**config.mk**
```make
export PLATFORM = sky130hd
export DESIGN_NAME = camera_frame_capture
export DESIGN_NICKNAME = d
export VERILOG_FILES = /design/src/rtl/camera_frame_capture.sv
export SDC_FILE = /design/constraint.sdc
export NUM_CORES = 1
export LEC_CHECK = 0
export CORE_MARGIN = 2
export CORE_UTILIZATION = 35
export CTS_BUF_LIST = sky130_fd_sc_hd__clkbuf_8
export CTS_CLUSTER_DIAMETER = 150
export CTS_CLUSTER_SIZE = 28
export DETAILED_ROUTE_END_ITERATION = 7
export SYNTH_ARGS = -nofsm -noshare
export SYNTH_HDL_FRONTEND = slang
export SYNTH_SLANG_ARGS = --single-unit
```
**constraint.sdc**
```tcl
create_clock -name Clk -period 5.1 [get_ports Clk]
set_clock_uncertainty 0.1 [all_clocks]
set_input_delay 1.02 -clock Clk [delete_from_list [all_inputs] [get_ports Clk]]
set_output_delay 1.02 -clock Clk [all_outputs]
set_load 0.05 [all_outputs]
```
**src/rtl/camera_frame_capture.sv**
```systemverilog
// -----------------------------------------------------------------------------
// camera_frame_capture
//
// Capture front end between the camera pins and the frame RAM write port.
// Generates the camera master clock, oversamples PCLK/VSYNC/HREF/D into the
// Clk domain, and crops plus decimates one armed frame to FRAME_W x FRAME_H
// luma bytes.  The kept bytes are written to sequential RAM addresses
// starting at 0, after which a one-cycle frame-done pulse is issued.
//
// Ports:
//   Clk             system clock (125 MHz), must be >= 4x camera PCLK
//   i_Rst_n         asynchronous active-low reset
//   i_D             camera data bus
//   i_PLK           camera pixel clock
//   i_VS            camera VSYNC, high = vertical blank
//   i_HS            camera HREF, high = active line bytes
//   i_Arm           single-cycle request to capture the next full frame
//   o_XLK           camera master clock (free running)
//   o_RAM_Data      write data to RAM
//   o_Write_Adress  write address
//   o_Enable_Write  one-cycle write strobe
//   o_Busy          high from accepted arm until done/abort
//   o_Frame_Done    one-cycle pulse after the last byte is written
//   o_Frame_Error   one-cycle pulse when a frame is cut short by VSYNC
// -----------------------------------------------------------------------------
module camera_frame_capture #(
  parameter int FRAME_W     = 96,
  parameter int FRAME_H     = 96,
  parameter int H_OFFSET    = 40,
  parameter int V_OFFSET    = 24,
  parameter int BYTE_SELECT = 1,
  parameter int XLK_DIV     = 5,
  parameter int ADDR_W      = 15
) (
  input  logic              Clk,
  input  logic              i_Rst_n,
  input  logic [7:0]        i_D,
  input  logic              i_PLK,
  input  logic              i_VS,
  input  logic              i_HS,
  input  logic              i_Arm,
  output logic              o_XLK,
  output logic [7:0]        o_RAM_Data,
  output logic [ADDR_W-1:0] o_Write_Adress,
  output logic              o_Enable_Write,
  output logic              o_Busy,
  output logic              o_Frame_Done,
  output logic              o_Frame_Error
);

  localparam int XLK_W = (XLK_DIV > 1) ? $clog2(XLK_DIV) : 1;
  localparam logic [XLK_W-1:0]  XLK_LAST  = XLK_W'(XLK_DIV - 1);
  localparam logic [ADDR_W-1:0] LAST_ADDR = ADDR_W'(FRAME_W * FRAME_H - 1);
  localparam logic [9:0]        COL_LO    = 10'(H_OFFSET);
  localparam logic [9:0]        COL_HI    = 10'(H_OFFSET + FRAME_W);
  localparam logic [9:0]        LINE_LO   = 10'(V_OFFSET);
  localparam logic [9:0]        LINE_HI   = 10'(V_OFFSET + FRAME_H);
  localparam logic              BYTE_SEL  = 1'(BYTE_SELECT);

  typedef enum logic [1:0] {
    S_IDLE,
    S_WAIT_VS,
    S_CAPTURE,
    S_DONE
  } state_t;

  state_t state_q, state_d;

  // ---------------------------------------------------------------------------
  // Camera master clock: toggles every XLK_DIV cycles regardless of state.
  // ---------------------------------------------------------------------------
  logic [XLK_W-1:0] xlk_cnt;

  // NOTE: sequential state uses non-blocking (<=) so every flop samples the
  // pre-edge values of its neighbours; blocking here would create order-
  // dependent simulation and mismatch the synthesized netlist.
  always_ff @(posedge Clk or negedge i_Rst_n) begin
    if (!i_Rst_n) begin
      xlk_cnt <= '0;
      o_XLK   <= 1'b0;
    end else if (xlk_cnt == XLK_LAST) begin
      xlk_cnt <= '0;
      o_XLK   <= ~o_XLK;
    end else begin
      xlk_cnt <= xlk_cnt + XLK_W'(1);
    end
  end

  // ---------------------------------------------------------------------------
  // Oversampling synchronizers.  Bit 0 is the first stage; bit 2 is the extra
  // stage used only for edge detection on the control lines.
  // ---------------------------------------------------------------------------
  logic [2:0] plk_sync, vs_sync, hs_sync;
  logic [7:0] d_s1, d_s2;

  always_ff @(posedge Clk or negedge i_Rst_n) begin
    if (!i_Rst_n) begin
      plk_sync <= '0;
      vs_sync  <= '0;
      hs_sync  <= '0;
      d_s1     <= '0;
      d_s2     <= '0;
    end else begin
      plk_sync <= {plk_sync[1:0], i_PLK};
      vs_sync  <= {vs_sync[1:0], i_VS};
      hs_sync  <= {hs_sync[1:0], i_HS};
      d_s1     <= i_D;
      d_s2     <= d_s1;
    end
  end

  logic plk_rise, vs_rise, vs_fall, hs_rise, hs_fall, byte_evt;

  assign plk_rise = plk_sync[1] & ~plk_sync[2];
  assign vs_rise  = vs_sync[1] & ~vs_sync[2];
  assign vs_fall  = ~vs_sync[1] & vs_sync[2];
  assign hs_rise  = hs_sync[1] & ~hs_sync[2];
  assign hs_fall  = ~hs_sync[1] & hs_sync[2];
  // A camera byte is only meaningful while HREF is high.
  assign byte_evt = plk_rise & hs_sync[1];

  // ---------------------------------------------------------------------------
  // Position counters and keep decision
  // ---------------------------------------------------------------------------
  logic [10:0]       byte_cnt;
  logic [9:0]        line_cnt;
  logic [10:0]       cur_byte;
  logic [9:0]        col;
  logic              keep;
  logic              wr_pend;
  logic [7:0]        wr_byte;
  logic [ADDR_W-1:0] wr_addr;
  logic              last_write;
  logic              abort;

  // A line start coinciding with a byte makes that byte index 0.
  assign cur_byte = hs_rise ? 11'd0 : byte_cnt;
  assign col      = cur_byte[10:1];

  assign keep = byte_evt && (state_q == S_CAPTURE) &&
                (cur_byte[0] == BYTE_SEL) &&
                (col >= COL_LO) && (col < COL_HI) &&
                (line_cnt >= LINE_LO) && (line_cnt < LINE_HI);

  // The final write wins over a VSYNC rise in the same cycle.
  assign last_write = o_Enable_Write && (wr_addr == LAST_ADDR);
  assign abort      = (state_q == S_CAPTURE) && vs_rise && !last_write;

  assign o_Write_Adress = wr_addr;

  always_ff @(posedge Clk or negedge i_Rst_n) begin
    if (!i_Rst_n) begin
      byte_cnt <= '0;
      line_cnt <= '0;
    end else begin
      if (state_q == S_WAIT_VS && vs_fall) begin
        byte_cnt <= '0;
      end else if (hs_rise) begin
        byte_cnt <= byte_evt ? 11'd1 : 11'd0;
      end else if (byte_evt && byte_cnt != '1) begin
        byte_cnt <= byte_cnt + 11'd1;
      end

      if (state_q == S_WAIT_VS && vs_fall) begin
        line_cnt <= '0;
      end else if (state_q == S_CAPTURE && hs_fall && line_cnt != '1) begin
        line_cnt <= line_cnt + 10'd1;
      end
    end
  end

  // Two-stage write path: the keep decision is registered with its byte, then
  // presented to the RAM as a single-cycle strobe.
  always_ff @(posedge Clk or negedge i_Rst_n) begin
    if (!i_Rst_n) begin
      wr_pend        <= 1'b0;
      wr_byte        <= '0;
      o_Enable_Write <= 1'b0;
      o_RAM_Data     <= '0;
      o_Frame_Error  <= 1'b0;
      wr_addr        <= '0;
    end else begin
      wr_pend        <= keep;
      wr_byte        <= d_s2;
      o_Enable_Write <= wr_pend && (state_q == S_CAPTURE);
      if (wr_pend) begin
        o_RAM_Data <= wr_byte;
      end
      o_Frame_Error <= abort;

      if (state_q == S_IDLE || state_q == S_DONE || abort || last_write) begin
        wr_addr <= '0;
      end else if (o_Enable_Write) begin
        wr_addr <= wr_addr + ADDR_W'(1);
      end
    end
  end

  // ---------------------------------------------------------------------------
  // Control FSM
  // ---------------------------------------------------------------------------
  always_ff @(posedge Clk or negedge i_Rst_n) begin
    if (!i_Rst_n) begin
      state_q <= S_IDLE;
    end else begin
      state_q <= state_d;
    end
  end

  // NOTE: every output of this block gets a default before the case, so no
  // path leaves a signal unassigned and no latch is inferred.
  always_comb begin
    state_d      = state_q;
    o_Busy       = 1'b0;
    o_Frame_Done = 1'b0;
    unique case (state_q)
      S_IDLE: begin
        if (i_Arm) state_d = S_WAIT_VS;
      end
      S_WAIT_VS: begin
        o_Busy = 1'b1;
        // Waiting for a falling edge skips any frame already in progress.
        if (vs_fall) state_d = S_CAPTURE;
      end
      S_CAPTURE: begin
        o_Busy = 1'b1;
        if (last_write) state_d = S_DONE;
        else if (vs_rise) state_d = S_IDLE;
      end
      S_DONE: begin
        o_Frame_Done = 1'b1;
        state_d      = S_IDLE;
      end
      default: state_d = S_IDLE;
    endcase
  end

endmodule

```
# [Yosys cells after proc, flatten, opt, wreduce, memory -nomap -nowiden]
# Index checks and enable logic that the tools add are counted.
[totals] regBits=86 output_inout_bits=28 input_bits=14 word_cells=87
[classes] magnitude_cmp=4 eq_ne=10 muxes=17 add_sub_neg=4 n_reduce_logical=24 n_bitwise=12
[op_table] operator="two-way mux 11 bit" count=4
[op_table] operator="two-way mux 15 bit" count=2
[op_table] operator="two-way mux 10 bit" count=2
[op_table] operator="adder 15 x 1 -> 15 bit, second input constant" count=1
[op_table] operator="equality test 15 x 14 -> 1 bit, second input constant" count=1
[op_table] operator="logical AND 1 bit" count=14
[op_table] operator="adder 11 x 1 -> 11 bit, second input constant" count=1
[op_table] operator="!= test 11 bit, second input constant" count=1
[op_table] operator="adder 10 x 1 -> 10 bit, second input constant" count=1
[op_table] operator=">= comparator 10 x 5 -> 1 bit, second input constant" count=1
[op_table] operator=">= comparator 10 x 6 -> 1 bit, second input constant" count=1
[op_table] operator="< comparator 10 x 7 -> 1 bit, second input constant" count=1
[op_table] operator="< comparator 10 x 8 -> 1 bit, second input constant" count=1
[op_table] operator="!= test 10 bit, second input constant" count=1
[op_table] operator="two-way mux 2 bit" count=4
[op_table] operator="case mux 2 bit (4 select lines)" count=1
[op_table] operator="bitwise AND 1 bit" count=6
[op_table] operator="inverter 1 bit" count=6
[op_table] operator="equality test 2 bit, second input constant" count=2
[op_table] operator="!= test 2 bit, second input constant" count=2
[op_table] operator="nonzero test 2 bit" count=2
[op_table] operator="adder 3 x 1 -> 3 bit, second input constant" count=1
[op_table] operator="equality test 3 bit, second input constant" count=1
[op_table] operator="logical OR 1 bit" count=3
[op_table] operator="9 further kinds" count=11

# [Logic depth before layout (Yosys ltp)]
[logic_depth] word_depth=9 ltp_mapped=7 ltp_nobuf=6

# [Worst setup path before layout]
# Ideal clock, no wire load.
[synth_path] path_type="register to output" startpoint="register state_q[1]" endpoint="output port o_Busy" stages_incl_launch_ff=3 setup_slack_ns=2.889 required_ns=3.980 n_path_buf=0 t_arrival_ns=1.091 path_cell_list="dfrtp_1 > inv_1 > ha_1"
[synth_between] elab_chain_cells=3 word_cells_on_any_way=4 cone_classes="2 x eq/ne; 1 x mux; 1 x reduce/logical"
[synth_rtl] item="from (decl)" line="67" rtl="state_t state_q, state_d;"
[synth_rtl] item="from (signal assigned)" line="206" rtl="state_q <= state_d;"
[synth_rtl] item="equality test 2 bit / equality test 2 x 1 -> 1 bit (equally long branches)" line="216" rtl="unique case (state_q)"
[synth_rtl] item="OR reduction 2 bit (no line) (*)"
[synth_rtl] item="two-way mux 1 bit (*)" line="216"
[synth_rtl] item="to (decl)" line="46" rtl="output logic o_Busy,"
# Every way passes the cells marked *; elsewhere a longest branch is shown, timed or not.

# [Worst setup path after layout]
# Same ends and word-level chain as after synthesis.

==> flow_summary_export.csv <==
group,metric,value,unit
outcome,status,"finished clean",
cts,numClockSinks,86,
synthesis,synthesis.instances,318,
synthesis,ys_warn_count,0,
cts,ctsRootBufferMaster,"clkbuf_8",
cts,cts_buffer_depth,2,
grt,grt_pass1_vias,2462,
synthesis,synth_area,0.003670,mm^2
synthesis,synth.ff_latch_count,86,
sta,final_hold_viol_count,0,
sta,rsz0062_at_grt,"false",
cts,cts-hold-fix-buffers,0,
grt,grt_max_degree,87,
route,wirelength,6646,um
cts,clock_latency,0.35,ns
power,switching_share,30.24,%
power,p_comb_share,17.1,%
grt,grt_pass1_wl,11740,um
sta,period_share,62.72,%
synthesis,synthesis.nets,343,
power,p_switching,0.4539,mW
cts,cts_setup_buffers,0,
finish,insertedDiodeCount,0,
worst_hold_path,worstHoldPathType,"reg2reg",
finish,post-route-util,43.27,%
floorplan,die_h,106.4,um
route,drc,0,
sta,max_slew_margin,30.24,%
floorplan,ios,42,
worst_setup_path,critical_path_class,"reg2out",
finish,syn_to_final_growth,20.63,%
floorplan,fp.coreArea,0.01023,mm^2
cts,numCtsBuffers,9,
synthesis,syn_area_per_cell,11.54,um^2
placed_design,place_congestion,0.8415,
power,p_leak,1.927,nW
grt,grt_remaining_overflow,0,
synthesis,synth-async-reset-ratio,100.0,%
finish,multiInputGateArea,0.001445,mm^2
power,seqPwrFrac,49.5,%
route,drt_iter0_markers,120,
synthesis,netlist-cell-type-count,49,
worst_setup_path,cp.required,3.98,ns
worst_setup_path,end_kind,"output port",
sta,setup_tns,0,ns
sta,fmaxAchievable,312.6,MHz
finish,seq_area,0.002152,mm^2
cts,cts_tree,"built",
route,drtPass1Iterations,4,
cts,cts.htree.levels,3,
power,p_per_area,339.0,mW/mm^2
sta,setup_viol,0,
cts,cts.repair.resized,0,
sta,drv_slew,0,
finish,drive_gt1_share,8.967,%
floorplan,die_x,106.4,um
placed_design,io_buffers,41,
power,pwr-share-clk,33.4,%
sta,tightest_slew,1.046,ns
synthesis,synth_flop_cell,"dfrtp_1",
placed_design,dp_hpwl,4485,um
route,wl_per_cell,13.19,um
power,p_int,1.047,mW
floorplan,die_area,0.01132,mm^2
grt,track_usage,12.91,%
sta,min_period,3.198,ns
floorplan,initial_core_util,35.87,%
cts,clkSlewWorstSetupHoldPaths,0.09,ns
grt,antenna_found_initial,0,
route,drtAntennaViolNets,0,
worst_setup_path,crit_fanout,6,
finish,nFillCells,951,
finish,nets,388,
worst_setup_path,cp_data_arrival_time,2.08,ns
worst_setup_path,worstSetupStartpointType,"register",
synthesis,yosysSeqAreaShare,58.64,%
flow_run,drv_cap,0,
synthesis,synth_edf_count,0,
route,vias,2555,
power,vdd_drop_max,0.1985,mV
route,via_per_inst,5.069,
floorplan,num_rows,37,
[per-stage QoR]
stage          total power [mW]  hold slack, ns  cell area (um^2)  worst slack, ns  instances
2_1_floorplan            0.9378          0.2312              3670            2.889        318
3_3_place_gp              1.008          0.2319              4213            2.329        488
3_5_place_dp              1.018          0.2347              4213            2.272        488
4_1_cts                   1.526          0.2542              4427            1.877        504
5_1_grt                   1.588          0.2639              4427            1.820        504
6_report                  1.501          0.2476              4427            1.902        504
[power groups by stage]
stage	Clock (mW)	Combinational (mW)	Sequential (mW)
final	0.501	0.257	0.743
after global placement	0	0.254	0.754
after detailed placement	0	0.262	0.757
after CTS	0.521	0.262	0.743
after global routing	0.551	0.290	0.748
after floorplan	0	0.186	0.752
[cell usage after synthesis (4+ instances only)]
library cell	instances	area [um^2]
a21oi_1	16	80.08
and2_1	4	25.02
and3_1	7	43.79
and4_1	4	35.03
clkbuf_1	4	15.01
dfrtp_1	86	2152
ha_1	11	137.6
inv_1	10	37.54
mux2_2	9	101.4
nand2_1	20	75.07
nand2b_1	4	25.02
nand3_1	8	40.04
nand3b_1	5	37.54
nand4_1	14	87.58
nor2_1	27	101.4
nor3_1	7	35.03
nor4_1	6	37.54
o21ai_0	12	60.06
or3_1	7	43.79
or4_1	7	52.55
xnor2_1	6	52.55
xor2_1	8	70.07
[registers in the layout, indices dropped and copies added, names as in the netlist]
name and flops:
o_Write_Adress 15, byte_cnt 11, line_cnt 10, d_s1 8
d_s2 8, o_RAM_Data 8, wr_byte 8, hs_sync 3
plk_sync 3, vs_sync 3, xlk_cnt 3, state_q 2
o_Enable_Write 1, o_Frame_Error 1, o_XLK 1, wr_pend 1
[metal layers]
| layer | global-route usage (%) | share of wire, % | up-vias |
|---|---|---|---|
| met1 | 17.50 | 47 | 1263 |
| met4 | 2.820 | 0.53 | 0 |
| met2 | 20.51 | 48 | 45 |
| li1 | - | - | 1245 |
| met5 | 0 | 0 | - |
| met3 | 3.863 | 3.5 | 2 |
[worst max-delay path: stages, from the launching register on]
cell and delay, ns:
dfrtp_1 0.43, inv_1 0.13, ha_1 0.36, clkdlybuf4s50_1 0.82
[layout make-up]
cell class,count,area share (%)
Clock buffer,10,3.109
Clock inverter,6,1.724
Inverter,10,0.8479
Multi-Input combinational cell,215,32.65
Sequential cell,86,48.61
Tap cell,136,3.844
Timing Repair Buffer,41,9.214
[logic make-up after synthesis]
logic type      count (synthesis)  share of synthesized area [%]
simple gates                  135                          21.65
buf+inv                        17                          1.977
mux                            11                          3.307
compound gates                 44                          7.331
fa+ha+maj                      11                          3.750
xor+xnor                       14                          3.341
flops                          86                          58.64
[cells in the final DEF (no fill, tap or decap), drive strengths merged, types with 9 or more instances in the layout]
cell,instances
dfrtp,86
clkdlybuf4s50,40
nor2,27
nand2,20
a21oi,16
nand4,16
inv,13
o21ai,12
ha,11
clkbuf,10
mux2,9
nand3,9
[path summary, 6_finish.rpt]
check | slack [ns] | end | cells after the start | from
setup / recovery | 1.90 | o_Busy | 3 | state_q[1]
hold / removal | 0.25 | wr_byte[2] | 0 | d_s2[2]
setup reg to reg | 2.90 | line_cnt[5] | 6 | state_q[0]
hold reg to reg | 0.25 | wr_byte[2] | 0 | d_s2[2]
max in group asynchronous | 3.47 | o_Write_Adress[7] | 1 | i_Rst_n
min in group asynchronous | 0.76 | d_s1[3] | 1 | i_Rst_n
Note: power is estimated with default switching activity, not from simulation.
